--- config.mk ---
export PLATFORM = sky130hd
export DESIGN_NAME = mmio_uart_counter_flat
export DESIGN_NICKNAME = d
export VERILOG_FILES = /design/src/rtl/mmio_uart_counter_pkg.sv /design/src/rtl/mmio_uart_counter_if.sv /design/src/rtl/mmio_uart_counter_sync_fifo.sv /design/src/rtl/mmio_uart_counter.sv /design/src/flat_wrapper.sv
export SDC_FILE = /design/constraint.sdc
export NUM_CORES = 1
export LEC_CHECK = 0
export CAP_MARGIN = 40
export CORE_UTILIZATION = 42
export CTS_CLUSTER_DIAMETER = 40
export DETAILED_ROUTE_END_ITERATION = 12
export PLACE_DENSITY = 0.69
export SYNTH_ARGS = -nofsm -noshare
export SYNTH_HDL_FRONTEND = slang
export SYNTH_SLANG_ARGS = --single-unit
--- constraint.sdc ---
create_clock -name clk -period 3.13 [get_ports clk]
set_clock_uncertainty 0.2 [all_clocks]
set_input_delay 0.4695 -clock clk [delete_from_list [all_inputs] [get_ports clk]]
set_output_delay 0.4695 -clock clk [all_outputs]
set_load 0.005 [all_outputs]
--- src/rtl/mmio_uart_counter_pkg.sv ---
`default_nettype none
// ============================================================================
//  Module      : mmio_uart_counter_pkg
//  Description : MMIO address map and UART read-select encodings.
//  Revision    : 1.0
// ============================================================================
package mmio_uart_counter_pkg;

  localparam logic [31:0] ADDR_UART_CTRL = 32'h8000_0000;
  localparam logic [31:0] ADDR_UART_RX   = 32'h8000_0004;
  localparam logic [31:0] ADDR_UART_TX   = 32'h8000_0008;
  localparam logic [31:0] ADDR_UART_RD   = 32'h8000_000c;
  localparam logic [31:0] ADDR_CYCLE_CNT = 32'h8000_0010;
  localparam logic [31:0] ADDR_INSTR_CNT = 32'h8000_0014;
  localparam logic [31:0] ADDR_CNT_RESET = 32'h8000_0018;

  typedef enum logic [1:0] {
    UART_RX_DATA = 2'b00,
    UART_TX_RDY  = 2'b01,
    UART_RX_VLD  = 2'b10,
    UART_BIOS    = 2'b11
  } uart_sel_e;

  function automatic logic [31:0] status_word(input logic flag);
    return {31'b0, flag};
  endfunction

endpackage
`default_nettype wire

--- src/rtl/mmio_uart_counter_if.sv ---
`default_nettype none
// ============================================================================
//  Module      : mmio_uart_counter_if
//  Description : CPU-side MMIO controls plus UART byte handshakes.
//  Revision    : 1.0
// ============================================================================
interface mmio_uart_counter_if;
  import mmio_uart_counter_pkg::*;

  logic        we_uart;
  logic        re_uart;
  uart_sel_e   uart_sel;
  logic        ct_sel;
  logic        ct_reset;
  logic        instr_retire;
  logic [31:0] store_data;
  logic [31:0] bios_dout;
  logic [7:0]  uart_tx_data;
  logic        uart_tx_valid;
  logic        uart_tx_ready;
  logic [7:0]  uart_rx_data;
  logic        uart_rx_valid;
  logic        uart_rx_ready;
  logic [31:0] uart_rdata;
  logic [31:0] ct_rdata;

  modport slave (
    input  we_uart, re_uart, uart_sel, ct_sel, ct_reset, instr_retire,
    input  store_data, bios_dout, uart_tx_ready, uart_rx_data, uart_rx_valid,
    output uart_tx_data, uart_tx_valid, uart_rx_ready, uart_rdata, ct_rdata
  );

  modport master (
    output we_uart, re_uart, uart_sel, ct_sel, ct_reset, instr_retire,
    output store_data, bios_dout, uart_tx_ready, uart_rx_data, uart_rx_valid,
    input  uart_tx_data, uart_tx_valid, uart_rx_ready, uart_rdata, ct_rdata
  );

endinterface
`default_nettype wire

--- src/rtl/mmio_uart_counter_sync_fifo.sv ---
`default_nettype none
// ============================================================================
//  Module      : sync_fifo
//  Description : Pointer-based circular FIFO with occupancy count register.
//  Revision    : 1.0
// ============================================================================
module sync_fifo #(
  parameter  int WIDTH = 8,
  parameter  int DEPTH = 4,
  localparam int PTR_W = $clog2(DEPTH),
  localparam int CNT_W = PTR_W + 1
) (
  input  logic             clk,
  input  logic             reset,
  input  logic             push_i,
  input  logic             pop_i,
  input  logic [WIDTH-1:0] wdata_i,
  output logic [WIDTH-1:0] rdata_o,
  output logic             full_o,
  output logic             empty_o,
  output logic [CNT_W-1:0] count_o
);

  logic [WIDTH-1:0] mem_q [DEPTH];
  logic [PTR_W-1:0] wr_ptr_q, wr_ptr_d;
  logic [PTR_W-1:0] rd_ptr_q, rd_ptr_d;
  logic [CNT_W-1:0] count_q, count_d;
  logic             do_push;
  logic             do_pop;

  assign full_o  = (count_q == CNT_W'(DEPTH));
  assign empty_o = (count_q == '0);
  assign count_o = count_q;
  assign rdata_o = mem_q[rd_ptr_q];

  // A pop frees the slot this cycle, so a push into a full FIFO is legal alongside it.
  assign do_pop  = pop_i & ~empty_o;
  assign do_push = push_i & (~full_o | do_pop);

  always_comb begin
    wr_ptr_d = wr_ptr_q;
    rd_ptr_d = rd_ptr_q;
    count_d  = count_q + CNT_W'(do_push) - CNT_W'(do_pop);
    if (do_push) wr_ptr_d = wr_ptr_q + PTR_W'(1);
    if (do_pop)  rd_ptr_d = rd_ptr_q + PTR_W'(1);
  end

  always_ff @(posedge clk) begin
    if (reset) begin
      wr_ptr_q <= '0;
      rd_ptr_q <= '0;
      count_q  <= '0;
    end else begin
      wr_ptr_q <= wr_ptr_d;
      rd_ptr_q <= rd_ptr_d;
      count_q  <= count_d;
    end
  end

  always_ff @(posedge clk) begin
    if (do_push) mem_q[wr_ptr_q] <= wdata_i;
  end

endmodule
`default_nettype wire

--- src/rtl/mmio_uart_counter.sv ---
`default_nettype none
// ============================================================================
//  Module      : mmio_uart_counter
//  Description : UART TX FIFO / RX holding register, cycle+instruction counters,
//                registered MMIO read data.
//  Revision    : 1.0
// ============================================================================
module mmio_uart_counter
  import mmio_uart_counter_pkg::*;
#(
  parameter int TX_DEPTH = 4,
  parameter int CNT_W    = 32
) (
  input  logic                 clk,
  input  logic                 reset,
  mmio_uart_counter_if.slave   bus
);

  localparam int FIFO_CNT_W = $clog2(TX_DEPTH) + 1;

  logic                  tx_full;
  logic                  tx_empty;
  logic                  tx_pop;
  logic [7:0]            tx_head;
  logic [FIFO_CNT_W-1:0] tx_count;
  logic                  tx_drop_q, tx_drop_d;

  logic                  rx_full_q, rx_full_d;
  logic [7:0]            rx_byte_q, rx_byte_d;
  logic                  rx_accept;

  logic [CNT_W-1:0]      cycle_cnt_q, cycle_cnt_d;
  logic [CNT_W-1:0]      instr_cnt_q, instr_cnt_d;

  logic [31:0]           uart_rdata_q, uart_rdata_d;
  logic [31:0]           ct_rdata_q, ct_rdata_d;

  assign tx_pop = ~tx_empty & bus.uart_tx_ready;

  sync_fifo #(
    .WIDTH (8),
    .DEPTH (TX_DEPTH)
  ) u_tx_fifo (
    .clk     (clk),
    .reset   (reset),
    .push_i  (bus.we_uart),
    .pop_i   (tx_pop),
    .wdata_i (bus.store_data[7:0]),
    .rdata_o (tx_head),
    .full_o  (tx_full),
    .empty_o (tx_empty),
    .count_o (tx_count)
  );

  assign bus.uart_tx_data  = tx_head;
  assign bus.uart_tx_valid = ~tx_empty;
  assign bus.uart_rx_ready = ~rx_full_q;
  assign bus.uart_rdata    = uart_rdata_q;
  assign bus.ct_rdata      = ct_rdata_q;

  assign rx_accept = bus.uart_rx_valid & ~rx_full_q;

  always_comb begin
    tx_drop_d   = tx_drop_q | (bus.we_uart & tx_full & ~tx_pop);
    rx_full_d   = rx_full_q;
    rx_byte_d   = rx_byte_q;
    // While full, ready is low, so a byte arriving with re_uart waits a cycle.
    if (rx_accept) begin
      rx_full_d = 1'b1;
      rx_byte_d = bus.uart_rx_data;
    end else if (bus.re_uart) begin
      rx_full_d = 1'b0;
    end

    cycle_cnt_d = cycle_cnt_q + CNT_W'(1);
    instr_cnt_d = instr_cnt_q + CNT_W'(bus.instr_retire);
    if (bus.ct_reset) begin
      cycle_cnt_d = '0;
      instr_cnt_d = '0;
    end
  end

  always_comb begin
    uart_rdata_d = '0;
    unique case (bus.uart_sel)
      UART_RX_DATA: uart_rdata_d = {24'b0, rx_byte_q};
      UART_TX_RDY:  uart_rdata_d = status_word(~tx_full);
      UART_RX_VLD:  uart_rdata_d = status_word(rx_full_q);
      UART_BIOS:    uart_rdata_d = bus.bios_dout;
      default:      uart_rdata_d = '0;
    endcase
    ct_rdata_d = bus.ct_sel ? 32'(instr_cnt_q) : 32'(cycle_cnt_q);
  end

  always_ff @(posedge clk) begin
    if (reset) begin
      tx_drop_q    <= 1'b0;
      rx_full_q    <= 1'b0;
      rx_byte_q    <= '0;
      cycle_cnt_q  <= '0;
      instr_cnt_q  <= '0;
      uart_rdata_q <= '0;
      ct_rdata_q   <= '0;
    end else begin
      tx_drop_q    <= tx_drop_d;
      rx_full_q    <= rx_full_d;
      rx_byte_q    <= rx_byte_d;
      cycle_cnt_q  <= cycle_cnt_d;
      instr_cnt_q  <= instr_cnt_d;
      uart_rdata_q <= uart_rdata_d;
      ct_rdata_q   <= ct_rdata_d;
    end
  end

  // Store bits above the byte lane, the FIFO depth and the sticky drop flag are debug-only.
  logic unused_ok;
  assign unused_ok = &{1'b0, bus.store_data[31:8], tx_count, tx_drop_q};

endmodule
`default_nettype wire

--- src/flat_wrapper.sv ---
// flat-port wrapper written by rule: the top's interface ports become plain ports
module mmio_uart_counter_flat import mmio_uart_counter_pkg::*;
#(
  parameter int TX_DEPTH = 4,
  parameter int CNT_W    = 32
)
  (clk, reset, bus_we_uart, bus_re_uart, bus_uart_sel, bus_ct_sel, bus_ct_reset, bus_instr_retire, bus_store_data, bus_bios_dout, bus_uart_tx_ready, bus_uart_rx_data, bus_uart_rx_valid, bus_uart_tx_data, bus_uart_tx_valid, bus_uart_rx_ready, bus_uart_rdata, bus_ct_rdata);
  mmio_uart_counter_if bus_i ();
  input  logic clk;
  input  logic reset;
  input wire logic [$bits(bus_i.we_uart)-1:0] bus_we_uart;
  input wire logic [$bits(bus_i.re_uart)-1:0] bus_re_uart;
  input wire logic [$bits(bus_i.uart_sel)-1:0] bus_uart_sel;
  input wire logic [$bits(bus_i.ct_sel)-1:0] bus_ct_sel;
  input wire logic [$bits(bus_i.ct_reset)-1:0] bus_ct_reset;
  input wire logic [$bits(bus_i.instr_retire)-1:0] bus_instr_retire;
  input wire logic [$bits(bus_i.store_data)-1:0] bus_store_data;
  input wire logic [$bits(bus_i.bios_dout)-1:0] bus_bios_dout;
  input wire logic [$bits(bus_i.uart_tx_ready)-1:0] bus_uart_tx_ready;
  input wire logic [$bits(bus_i.uart_rx_data)-1:0] bus_uart_rx_data;
  input wire logic [$bits(bus_i.uart_rx_valid)-1:0] bus_uart_rx_valid;
  output wire logic [$bits(bus_i.uart_tx_data)-1:0] bus_uart_tx_data;
  output wire logic [$bits(bus_i.uart_tx_valid)-1:0] bus_uart_tx_valid;
  output wire logic [$bits(bus_i.uart_rx_ready)-1:0] bus_uart_rx_ready;
  output wire logic [$bits(bus_i.uart_rdata)-1:0] bus_uart_rdata;
  output wire logic [$bits(bus_i.ct_rdata)-1:0] bus_ct_rdata;
  assign bus_i.we_uart = bus_we_uart;
  assign bus_i.re_uart = bus_re_uart;
  assign bus_i.uart_sel = bus_uart_sel;
  assign bus_i.ct_sel = bus_ct_sel;
  assign bus_i.ct_reset = bus_ct_reset;
  assign bus_i.instr_retire = bus_instr_retire;
  assign bus_i.store_data = bus_store_data;
  assign bus_i.bios_dout = bus_bios_dout;
  assign bus_i.uart_tx_ready = bus_uart_tx_ready;
  assign bus_i.uart_rx_data = bus_uart_rx_data;
  assign bus_i.uart_rx_valid = bus_uart_rx_valid;
  assign bus_uart_tx_data = bus_i.uart_tx_data;
  assign bus_uart_tx_valid = bus_i.uart_tx_valid;
  assign bus_uart_rx_ready = bus_i.uart_rx_ready;
  assign bus_uart_rdata = bus_i.uart_rdata;
  assign bus_ct_rdata = bus_i.ct_rdata;
  mmio_uart_counter #(.TX_DEPTH(TX_DEPTH), .CNT_W(CNT_W)) u_core (.clk(clk), .reset(reset), .bus(bus_i));
endmodule
==> flow_metrics.tcl <==
set metrics [dict create \
    viasPerCell 5.29 \
    fin_crit_sh_pct 90.2 \
    dr.pass1.iters 5 \
    hpwl_mm 10.9 \
    synth-xor-area-share_pct 3.54 \
    drtAntennaViolNets 0 \
    end_kind "primary output" \
    place_inst 981 \
    synthArstFlopShare_pct 0 \
    hold_ws_ns 0.259 \
    dieWidth_um 130 \
    worst_ir_drop_vdd_mv 0.379 \
    met2_length_mm 7.41 \
    synthFlopType "dfxtp_1" \
    pin_count 157 \
    cts_resized 0 \
    layout_commonest_cell "dfxtp_1" \
    pre_cts_ws_ns -0.00226 \
    drc_errors 0 \
    synth_fa_ha_area_share_pct 1.91 \
    numCtsBuffers 17 \
    post_cts_buffers 0 \
    drive_gt1_share_pct 7.15 \
    root_buffer "clkbuf_16" \
    clkTransAtPathRegs_ns 0.07 \
    ys_seq_area_share_pct 56.1 \
    grt_pass1_vias 5122 \
    required_ns 2.46 \
    grt_use_total_pct 18.9 \
    fp.dieH_um 130 \
    m1WireLength_mm 7.06 \
    timing.final.ws_setup_ns 0.307 \
    status "finished, final reports clean" \
    maxCapViolCount 0 \
    vias 5361 \
    final_hold_viol_count 0 \
    diodes 0 \
    fin_crit_ns 2.82 \
    synth-simple-area-share_pct 19.9 \
    finalPower_w 0.00533 \
    syn_nets 755 \
    power_density_nw_per_um2 587 \
    final_net_count 877 \
    maxSlewViolCount 0 \
    synth_compound_area_share_pct 8.22 \
    worst_slew_pin_slew_ns 0.835 \
    synth.mux.area_fraction_pct 7.55 \
    wl_met3_mm 1.17 \
    drt-total-wl_mm 15.8 \
    fmax_mhz 354 \
    crit_fanout 8 \
    start_util_pct 43.3 \
    synth_top_family_by_area "simple AND/OR/NAND/NOR gates" \
    grt_overflow 0 \
    antenna_found_initial 0 \
    tritoncts "built" \
    dr.max_layer_used "met4" \
    netlist_area_um2 6930 \
    synth_edf_count 32 \
    power_leakage_nw 3.16 \
    rsz0062_at_grt "no" \
    holdBufCountCts 0 \
    std_cell_rows 46 \
    startpoint_type "flop" \
    clockBufferDepth 2 \
    area_growth_pct 31.1 \
    grt_pass1_wl_mm 24.8 \
    die_area_um2 17000 \
    ys_seq_elements 178 \
    drt-initial-drc-count 335 \
    slew_headroom_pct 44.3 \
    gp_congestion 0.785 \
    cp.arrival_ns 2.15 \
    grt_max_degree 61 \
    htreeDepth 4 \
    ys_warn_count 0 \
    n_fill_cell 1373 \
    clock-sinks 178 \
    port_buffers 132 \
    fin_cells 1013 \
    fin_setup_tns_ns 0 \
    crit_type "flop to primary output" \
    core_area_um2 16000 \
    layout_common_cells "146 x dfxtp_1, 130 x clkdlybuf4s50_1, 76 x nor2_1, 44 x a21oi_1, 38 x nand2_1" \
    ys_types 40 \
    syn_inst 662 \
    setup_violations 0 \
    syn_avg_cell_area_um2 10.5 \
    clk_latency_ns 0.43 \
    detail_route.wl_per_cell_um 15.6 \
    worstHoldPathType "flop to flop" \
]
[routing by layer]
metal / GRT usage, % / vias up
met5: 0 / -
met4: 6.69 / 0
met3: 4.97 / 15
li1: - / 2611
met1: 23.0 / 2548
met2: 32.2 / 187
[report_power, final]
part	total, W	switching [W]	internal [W]
Sequential	0.00249	0.0000736	0.00242
Combinational	0.000532	0.000203	0.000329
Clock	0.00231	0.000948	0.00136
[stage by stage]
stage | cell area, um^2 | util [%]
2_1_floorplan | 6930 | -
3_5_place_dp | 8440 | 52.8
6_report | 9080 | 56.8
4_1_cts | 9080 | 56.8
5_1_grt | 9080 | 56.8
3_3_place_gp | 8420 | 52.6
[area by class of cell]
| class | count | area (um^2) | area share (%) |
|---|---|---|---|
| Multi-Input combinational cell | 433 | 2850 | 31.3 |
| Sequential cell | 178 | 3880 | 42.8 |
| Clock inverter | 15 | 218 | 2.40 |
| Timing Repair Buffer | 141 | 1390 | 15.3 |
| Inverter | 13 | 48.8 | 0.537 |
| Tap cell | 216 | 270 | 2.98 |
| Clock buffer | 17 | 425 | 4.68 |
[worst max-delay path, stage by stage, from the launching register on]
cell and delay [ns]:
dfxtp_1 0.67, mux4_2 0.58, clkdlybuf4s50_1 0.48
[path summary, 6_finish.rpt]
path	from	end	slack (ns)	cells past startpoint
min reg2reg	u_core.rx_byte_q[1]	u_core.rx_byte_q[1]	0.26	2
min	u_core.rx_byte_q[1]	u_core.rx_byte_q[1]	0.26	2
max	flop	bus_uart_tx_data[3]	0.31	2
max reg2reg	u_core.u_tx_fifo.count_o[2]	u_core.u_tx_fifo.count_o[2]	0.34	11
[registers in the layout (all words and copies together) (netlist names), 2 cells and up, named ones only]
register                   cells
u_core.u_tx_fifo.wr_ptr_q      2
u_core.u_tx_fifo.rd_ptr_q      2
u_core.bus.ct_rdata           32
u_core.bus.uart_rdata         32
u_core.rx_byte_q               8
u_core.u_tx_fifo.count_o       3
u_core.cycle_cnt_q            32
u_core.u_tx_fifo.mem_q        32
u_core.instr_cnt_q            32
[cell usage after synthesis (all sizes together), types with 9 or more instances]
library cell / n / area [um^2]
a21oi: 44 / 220
o31ai: 24 / 180
mux2i: 32 / 320
dfxtp: 146 / 2920
and2: 34 / 213
nor2: 76 / 285
nand3: 26 / 130
mux4: 9 / 203
or4: 26 / 195
inv: 13 / 48.8
xnor2: 15 / 131
or3: 13 / 81.3
nand2: 38 / 143
clkbuf: 30 / 113
xor2: 13 / 114
edfxtp: 32 / 961
ha: 9 / 113
nand4: 17 / 113
o21ai: 10 / 50.1
[logic make-up (layout without fill, tap and decap cells)]
group                    Yosys count  in the layout
multiplexers                      41             41
adder cells (fa/ha/maj)           10             10
AO/OA/AOI/OAI                     93             93
buffers and inverters             51            186
flip-flops                       178            178
AND/OR/NAND/NOR                  261            261
XOR/XNOR                          28             28
(Power assumes the default switching activity.)
